`config.mk`:
```
export PLATFORM = sky130hd
export DESIGN_NAME = conv_acc_tree_add
export DESIGN_NICKNAME = d
export VERILOG_FILES = /design/src/rtl/conv_acc_tree_add.sv
export SDC_FILE = /design/constraint.sdc
export NUM_CORES = 1
export LEC_CHECK = 0
export CAP_MARGIN = 20
export CORE_AREA = 2 2 215 217
export DETAILED_ROUTE_END_ITERATION = 10
export DIE_AREA = 0 0 217 219
export PLACE_DENSITY_LB_ADDON = 0.1
export SETUP_SLACK_MARGIN = 0.02
export SYNTH_ARGS = -nofsm -noshare
export SYNTH_HDL_FRONTEND = slang
export SYNTH_SLANG_ARGS = --single-unit
```
`constraint.sdc`:
```
create_clock -name clk -period 3.05 [get_ports clk]
set_input_delay 0.7625 -clock clk [delete_from_list [all_inputs] [get_ports clk]]
set_output_delay 0.7625 -clock clk [all_outputs]
set_load 0.03 [all_outputs]
```
`src/rtl/conv_acc_tree_add.sv`:
```
// Pipelined signed adder tree feeding a group accumulator; on each group's last
// beat the sum gets bias, arithmetic rescale, optional ReLU and saturation.
module conv_acc_tree_add #(
    parameter int NUM_IN     = 6,
    parameter int DATA_WIDTH = 16,
    parameter int ACC_WIDTH  = 24,
    parameter int SHIFT      = 0
) (
    input  logic                         clk,
    input  logic                         rst_n,
    input  logic                         en,
    input  logic                         in_valid,
    input  logic                         in_first,
    input  logic                         in_last,
    input  logic [NUM_IN*DATA_WIDTH-1:0] datain,
    input  logic signed [DATA_WIDTH-1:0] bias,
    input  logic                         relu_en,
    output logic signed [DATA_WIDTH-1:0] dataout,
    output logic                         out_valid,
    output logic                         sat_flag
);
    localparam int L  = $clog2(NUM_IN);
    localparam int TW = DATA_WIDTH + L;

    localparam logic signed [ACC_WIDTH-1:0]  ACC_MAX_A = {1'b0, {(ACC_WIDTH-1){1'b1}}};
    localparam logic signed [ACC_WIDTH-1:0]  ACC_MIN_A = {1'b1, {(ACC_WIDTH-1){1'b0}}};
    localparam logic signed [ACC_WIDTH:0]    ACC_MAX_W = (ACC_WIDTH+1)'(ACC_MAX_A);
    localparam logic signed [ACC_WIDTH:0]    ACC_MIN_W = (ACC_WIDTH+1)'(ACC_MIN_A);
    localparam logic signed [DATA_WIDTH-1:0] OUT_MAX_D = {1'b0, {(DATA_WIDTH-1){1'b1}}};
    localparam logic signed [DATA_WIDTH-1:0] OUT_MIN_D = {1'b1, {(DATA_WIDTH-1){1'b0}}};
    localparam logic signed [ACC_WIDTH:0]    OUT_MAX_W = (ACC_WIDTH+1)'(OUT_MAX_D);
    localparam logic signed [ACC_WIDTH:0]    OUT_MIN_W = (ACC_WIDTH+1)'(OUT_MIN_D);

    logic clear;
    assign clear = !rst_n || !en;

    // Level 0 is the raw lane view; every later level grows by one bit so pair sums never overflow.
    for (genvar k = 0; k <= L; k++) begin : lvl
        localparam int CNT = (NUM_IN + (1 << k) - 1) >> k;
        logic signed [DATA_WIDTH+k-1:0] node [CNT];

        if (k == 0) begin : g_in
            for (genvar j = 0; j < CNT; j++) begin : g_lane
                assign node[j] = datain[j*DATA_WIDTH +: DATA_WIDTH];
            end
        end else begin : g_reg
            localparam int PCNT = (NUM_IN + (1 << (k-1)) - 1) >> (k-1);
            logic signed [DATA_WIDTH+k-1:0] pair_sum [CNT];

            for (genvar j = 0; j < CNT; j++) begin : g_pair
                if (2*j+1 < PCNT) begin : g_add
                    assign pair_sum[j] = (DATA_WIDTH+k)'(lvl[k-1].node[2*j])
                                       + (DATA_WIDTH+k)'(lvl[k-1].node[2*j+1]);
                end else begin : g_pass
                    assign pair_sum[j] = (DATA_WIDTH+k)'(lvl[k-1].node[2*j]);
                end
            end

            always_ff @(posedge clk) begin
                if (clear) begin
                    node <= '{default: '0};
                end else begin
                    node <= pair_sum;
                end
            end
        end
    end

    logic [L-1:0]                 pv;
    logic [L-1:0]                 pfirst;
    logic [L-1:0]                 plast;
    logic [L-1:0]                 prelu;
    logic signed [DATA_WIDTH-1:0] pbias [L];

    always_ff @(posedge clk) begin
        if (clear) begin
            pv     <= '0;
            pfirst <= '0;
            plast  <= '0;
            prelu  <= '0;
            pbias  <= '{default: '0};
        end else begin
            pv[0]     <= in_valid;
            pfirst[0] <= in_first;
            plast[0]  <= in_last;
            prelu[0]  <= relu_en;
            pbias[0]  <= bias;
            for (int i = 1; i < L; i++) begin
                pv[i]     <= pv[i-1];
                pfirst[i] <= pfirst[i-1];
                plast[i]  <= plast[i-1];
                prelu[i]  <= prelu[i-1];
                pbias[i]  <= pbias[i-1];
            end
        end
    end

    logic signed [TW-1:0]         tree_sum;
    logic signed [ACC_WIDTH-1:0]  acc;
    logic signed [ACC_WIDTH-1:0]  acc_sum;
    logic signed [ACC_WIDTH-1:0]  acc_next;
    logic signed [ACC_WIDTH:0]    acc_wide;
    logic                         grp_sat;
    logic                         grp_sat_next;
    logic                         fin_valid;
    logic signed [ACC_WIDTH-1:0]  fin_sum;
    logic signed [DATA_WIDTH-1:0] fin_bias;
    logic                         fin_relu;
    logic                         fin_sat;

    assign tree_sum = lvl[L].node[0];

    // A first beat restarts the group and its saturation history; otherwise add with clamping.
    always_comb begin
        acc_sum      = ACC_WIDTH'(tree_sum);
        acc_wide     = (ACC_WIDTH+1)'(acc) + (ACC_WIDTH+1)'(acc_sum);
        acc_next     = acc_wide[ACC_WIDTH-1:0];
        grp_sat_next = grp_sat;
        if (pfirst[L-1]) begin
            acc_next     = acc_sum;
            grp_sat_next = 1'b0;
        end else if (acc_wide > ACC_MAX_W) begin
            acc_next     = ACC_MAX_A;
            grp_sat_next = 1'b1;
        end else if (acc_wide < ACC_MIN_W) begin
            acc_next     = ACC_MIN_A;
            grp_sat_next = 1'b1;
        end
    end

    always_ff @(posedge clk) begin
        if (clear) begin
            acc       <= '0;
            grp_sat   <= 1'b0;
            fin_valid <= 1'b0;
            fin_sum   <= '0;
            fin_bias  <= '0;
            fin_relu  <= 1'b0;
            fin_sat   <= 1'b0;
        end else begin
            fin_valid <= pv[L-1] && plast[L-1];
            if (pv[L-1]) begin
                acc     <= acc_next;
                grp_sat <= grp_sat_next;
                if (plast[L-1]) begin
                    fin_sum  <= acc_next;
                    fin_bias <= pbias[L-1];
                    fin_relu <= prelu[L-1];
                    fin_sat  <= grp_sat_next;
                end
            end
        end
    end

    logic signed [ACC_WIDTH:0]    res_sum;
    logic signed [ACC_WIDTH:0]    res_shift;
    logic signed [ACC_WIDTH:0]    res_relu;
    logic signed [DATA_WIDTH-1:0] res_clip;
    logic                         res_clipped;

    // One extra bit keeps accumulator-plus-bias exact before the floor shift.
    always_comb begin
        res_sum     = (ACC_WIDTH+1)'(fin_sum) + (ACC_WIDTH+1)'(fin_bias);
        res_shift   = res_sum >>> SHIFT;
        res_relu    = (fin_relu && res_shift[ACC_WIDTH]) ? '0 : res_shift;
        res_clip    = res_relu[DATA_WIDTH-1:0];
        res_clipped = 1'b0;
        if (res_relu > OUT_MAX_W) begin
            res_clip    = OUT_MAX_D;
            res_clipped = 1'b1;
        end else if (res_relu < OUT_MIN_W) begin
            res_clip    = OUT_MIN_D;
            res_clipped = 1'b1;
        end
    end

    always_ff @(posedge clk) begin
        if (clear) begin
            dataout   <= '0;
            out_valid <= 1'b0;
            sat_flag  <= 1'b0;
        end else begin
            out_valid <= fin_valid;
            if (fin_valid) begin
                dataout  <= res_clip;
                sat_flag <= res_clipped || fin_sat;
            end else begin
                sat_flag <= 1'b0;
            end
        end
    end

endmodule

```
# Word-level counts from Yosys, hierarchy flattened
# Index checks and enable logic that the tools add are counted.
dict set report totals {
  inputBits 119
  register_bits 251
  wordCells 54
}
dict set report classes {
  n_addsub 7
  n_reduce_logical 8
  n_lt_le_gt_ge 4
  bitwise_logic 1
  n_mux 11
}
# operator n
set op_table {}
lappend op_table {{24-bit two-way mux} 3}
lappend op_table {{16-bit by 16-bit adder with 17-bit output} 3}
lappend op_table {{16-bit two-way mux} 2}
lappend op_table {{24-bit by 16-bit adder with 25-bit output} 1}
lappend op_table {{24-bit by 19-bit adder with 25-bit output} 1}
lappend op_table {{25-bit by 16-bit > comparator with 1-bit output (second input constant)} 1}
lappend op_table {{25-bit by 24-bit > comparator with 1-bit output (second input constant)} 1}
lappend op_table {{25-bit by 16-bit less-than comparator with 1-bit output (second input constant)} 1}
lappend op_table {{25-bit by 24-bit less-than comparator with 1-bit output (second input constant)} 1}
lappend op_table {{25-bit two-way mux} 1}
lappend op_table {{18-bit by 17-bit adder with 19-bit output} 1}
lappend op_table {{17-bit by 17-bit adder with 18-bit output} 1}
lappend op_table {{1-bit two-way mux} 5}
lappend op_table {{1-bit logical AND} 2}
lappend op_table {{1-bit logical NOT} 2}
lappend op_table {{1-bit logical OR} 2}
lappend op_table {{2-bit AND reduction} 1}
lappend op_table {{2-bit OR reduction} 1}
lappend op_table {{1-bit NOT} 1}

# Logic depth before layout (Yosys ltp)
dict set report depth {
  word_depth 7
  depth_mapped 14
  depth_no_buf 13
}

# Worst setup path before layout
# Ideal clock, no wire load.
dict set report synth_path {
  kind {reg2reg}
  from {register fin_sum[0]}
  to {register dataout[2]}
  stages_incl_launch_ff 15
  setup_slack_ns -0.055
  setup_ns 0.129
  n_path_buf 1
  arrival_time_ns 2.976
  synth_period_minus_slack_ns 3.105
  cell_sequence {dfxtp_1 > ha_1 > inv_1 > fa_1 > nand2b_1 > a21o_1 > a211o_4 > a211o_1 > o311ai_4 > nand3_1 > nor4bb_1 > a41oi_1 > and2b_2 > buf_6 > a211oi_1}
}
dict set report synth_via {
  elab_chain_len 6
  elab_cells_between_ends 7
}
# item line_no
set synth_rtl {}
lappend synth_rtl {{start: declaration} 106} ;# logic signed [ACC_WIDTH-1:0] fin_sum;
lappend synth_rtl {{start signal: assignment} 146} ;# fin_sum <= acc_next;
lappend synth_rtl {{24-bit by 16-bit adder with 25-bit output (*)} 163} ;# res_sum = (ACC_WIDTH+1)'(fin_sum) + (ACC_WIDTH+1)'(fin_bias);
lappend synth_rtl {{1-bit logical AND} 165} ;# res_relu = (fin_relu && res_shift[ACC_WIDTH]) ? '0 : res_shift;
lappend synth_rtl {{25-bit two-way mux (*)} 165}
lappend synth_rtl {{25-bit by 16-bit less-than comparator with 1-bit output} 171} ;# end else if (res_relu < OUT_MIN_W) begin
lappend synth_rtl {{16-bit two-way mux} 171}
lappend synth_rtl {{16-bit two-way mux (*)} 168} ;# if (res_relu > OUT_MAX_W) begin
lappend synth_rtl {{end signal: assignment} 185} ;# dataout <= res_clip;
lappend synth_rtl {{end: declaration} 18} ;# output logic signed [DATA_WIDTH-1:0] dataout,
# Every way passes the cells marked *; elsewhere a longest branch is shown, timed or not.
# A chain may end at the register's enable or synchronous reset.

# Worst setup path in the final report
dict set report layout_path {
  from {register fin_sum[0]}
  to {register dataout[1]}
}
# Same word-level chain as after synthesis.

==> impl_metrics.json <==
{
  "path_delay_family": "compound AO/OA/AOI/OAI gates",
  "setup_violations": 31,
  "peakVddDrop_v": 0.000387,
  "start_util_pct": 29.7,
  "pwr-share-comb_pct": 12.9,
  "syn2layout_area_growth_pct": 36.3,
  "cts_tree": "done",
  "cts_max_path_buffers": 3,
  "fin_cells": 2414,
  "ff2ff_setup_slack_ns": -0.22,
  "cts_root_buffer": "clkbuf_16",
  "worst_ep_arrival_time_ns": 3.76,
  "synthArstFlopShare_pct": 0,
  "cap_violations": 0,
  "p_sw_share_pct": 24.0,
  "p_int_w": 0.00596,
  "hold_class": "flip-flop to flip-flop",
  "wl_mm": 36.3,
  "finalHoldViolations": 0,
  "clk_latency_ns": 0.57,
  "vias": 11400,
  "die_w_um": 217,
  "p_switching_w": 0.00188,
  "portBuffers": 136,
  "via_per_inst": 4.72,
  "drv_slew": 0,
  "grt_max_degree": 83,
  "die_h_um": 219,
  "powerDensity_mw_per_mm2": 430,
  "core_mm2": 0.0451,
  "routabilityCongestion": 0.806,
  "cts.htree.levels": 1,
  "fin_skew_ns": 0.0214,
  "grt_usage_pct": 15.0,
  "clock_sink_count": 251,
  "path_buf_inv": 2,
  "cts.clk_slew.worst_paths_ns": 0.06,
  "die_area_mm2": 0.0475,
  "failed_checks": "negative setup slack",
  "worstPathCellList": "ha_4 -> inv_2 -> fa_2 -> nand2b_4 -> a21o_1 -> a211o_4 -> a21oi_4 -> o211ai_2 -> nand2_2 -> xnor2_2 -> or4_4 -> a2bb2oi_2 -> buf_12 -> a211oi_2",
  "synth-seq-cells": 251,
  "power_w": 0.00784,
  "leakagePower_nw": 7.87,
  "dp_cells": 2355,
  "whs_ns": 0.438,
  "final_util_pct": 40.4,
  "fmax_ghz": 0.306,
  "dp_hpwl_mm": 27.7,
  "dr.pass1.iters": 4,
  "sequentialPowerShare_pct": 43.4,
  "ys_warn_count": 0,
  "drc": 0,
  "syn-instance-count": 1517,
  "synth.yosys.seq_area_share_pct": 37.6,
  "io_pins": 137,
  "crit_type": "flip-flop to flip-flop",
  "worst-path-max-fanout": 15,
  "crit_path_start_kind": "flip-flop",
  "worst_slew_pin_slew_ns": 0.771,
  "cts_hold_buf": 0,
  "synth_edf_count": 0,
  "wire_per_inst_um": 15.0,
  "rsz0062_at_grt": "yes",
  "synth_flop_cell": "dfxtp_1",
  "fin_crit_sh_pct": 107,
  "grt-ovfl-total": 0,
  "first_global_vias": 11500,
  "crit_path_end_kind": "flip-flop",
  "synth_fp_nets": 1774,
  "synth.avg_cell_area_um2": 8.82,
  "period_needed_ns": 3.27,
  "setup_ws_ns": -0.218,
  "p_clk_share_pct": 43.6,
  "finalNetCount": 2051,
  "drive_above_1_share_pct": 20.0,
  "cts_made_buffers": 28,
  "ant_nets": 0,
  "outcome": "finished, violations left",
  "antenna_found_initial": 5,
  "crit_path_top_delay_cell": "or4_4",
  "drt_iter0_drc": 379,
  "pre_cts_slack_ns": -0.646,
  "synth_area_mm2": 0.0134,
  "required_ns": 3.54,
  "grt_pass1_wl_mm": 58.2,
  "rows": 78,
  "critPathMaxStageDelay_ns": 0.56,
  "maxSlewHeadroom_pct": 48.5,
  "ys_types": 78
}
worst paths after layout:
path	startpoint	to	cells after the start
worst max-delay path	fin_sum[0]$_SDFFE_PP0P_	dataout[1]$_SDFFE_PP0P_	14
worst min-delay path	pbias[1]$_SDFF_PP0_	fin_bias[1]$_SDFFE_PP0P_	2
worst max register to register	fin_sum[0]$_SDFFE_PP0P_	dataout[1]$_SDFFE_PP0P_	14
worst min register to register	pbias[1]$_SDFF_PP0_	fin_bias[1]$_SDFFE_PP0P_	2
final cells by class:
| cell class | instances | area (um^2) |
|---|---|---|
| Antenna cell | 2 | 5.00 |
| Clock buffer | 38 | 788 |
| Clock inverter | 10 | 155 |
| Fill cell | 4607 | 26900 |
| Inverter | 49 | 184 |
| Multi-Input combinational cell | 1159 | 8580 |
| Sequential cell | 251 | 5040 |
| Tap cell | 600 | 751 |
| Timing Repair Buffer | 305 | 2730 |
layout by cell type, fill, tap and decap left out, types with 30 or more instances in the layout:
master / count
dfxtp_1: 244
buf_4: 158
clkdlybuf4s50_1: 134
nand2_1: 127
ha_1: 126
nor2_1: 119
a21oi_1: 113
and3_1: 94
o21ai_0: 56
xnor2_1: 56
inv_1: 47
a21o_1: 42
xor2_1: 31
nor3_1: 30
clkbuf_16: 30
cell families after synthesis:
kind of cell	after synthesis	synth area share (%)
multiplexers	8	0.711
flip-flops	251	37.6
AO/OA/AOI/OAI	420	20.4
XOR/XNOR	88	5.76
buffers and inverters	107	3.20
adder cells (fa/ha/maj)	140	13.5
AND/OR/NAND/NOR	503	18.9
Yosys cell counts (9+ instances only):
cell	n	area, um^2
a21oi_1	151	756
dfxtp_1	251	5020
a211oi_1	17	128
or3_1	19	119
inv_1	49	184
xnor2_1	57	499
nor3_1	30	150
a21o_1	42	315
nand2b_1	12	75.1
o211ai_1	12	90.1
o22ai_1	9	56.3
a31oi_1	9	56.3
nand2_1	129	484
o31ai_1	9	67.6
xor2_1	31	272
a211oi_2	10	125
and3_1	94	588
o21bai_1	9	67.6
nor2_1	119	447
nand3_1	17	85.1
nor3b_1	11	82.6
o21a_1	12	90.1
nand3b_1	9	67.6
ha_1	131	1640
nor2b_1	21	131
o21ai_0	83	415
and2_1	10	62.6
clkbuf_1	49	184
per-layer routing:
layer	track usage, %	vias up	share of wire, %
met5	0	-	0.036
met3	2.65	38	4.1
met4	4.16	2	2.0
met1	19.6	5229	49
met2	25.4	150	45
li1	-	5975	-
worst reg2reg max path, stage by stage, from the launching register on:
cell and delay, ns:
dfxtp_4 0.38, ha_4 0.14, inv_2 0.03, fa_2 0.33, nand2b_4 0.15, a21o_1 0.19, a211o_4 0.38, a21oi_4 0.18
o211ai_2 0.11, nand2_2 0.09, xnor2_2 0.08, or4_4 0.56, a2bb2oi_2 0.19, buf_12 0.17, a211oi_2 0.20
what timing repair did:
| action | CTS | global route |
|---|---|---|
| pin swaps | 26 | 37 |
| resized for setup | 77 | 86 |
| cloned | 0 | 2 |
| setup buffers | 4 | 3 |
| endpoints found under the setup margin | 70 | 78 |
flip-flops by register name, indices dropped and copies added, names as in the netlist, 16 cells and up:
signal	cells
lvl.node	105
pbias	48
acc	24
fin_sum	24
dataout	16
fin_bias	16
stage by stage:
step	TNS, ns	cell area [um^2]
final	-3.28	18200
after global routing	-7.91	18200
after CTS	-3.18	17900
after detailed placement	-21.00	16500
after global placement	-20.55	16500
after floorplan	0	13400
power by group through the flow:
stage / sequential, W / clock, W / combinational (W)
after floorplan: 0.00346 / 0 / 0.000579
after global placement: 0.00348 / 0 / 0.000968
after detailed placement: 0.00348 / 0 / 0.000970
after CTS: 0.00340 / 0.00354 / 0.000997
after global routing: 0.00341 / 0.00369 / 0.00113
final: 0.00340 / 0.00342 / 0.00101
Power figures use the tool's default switching activity.
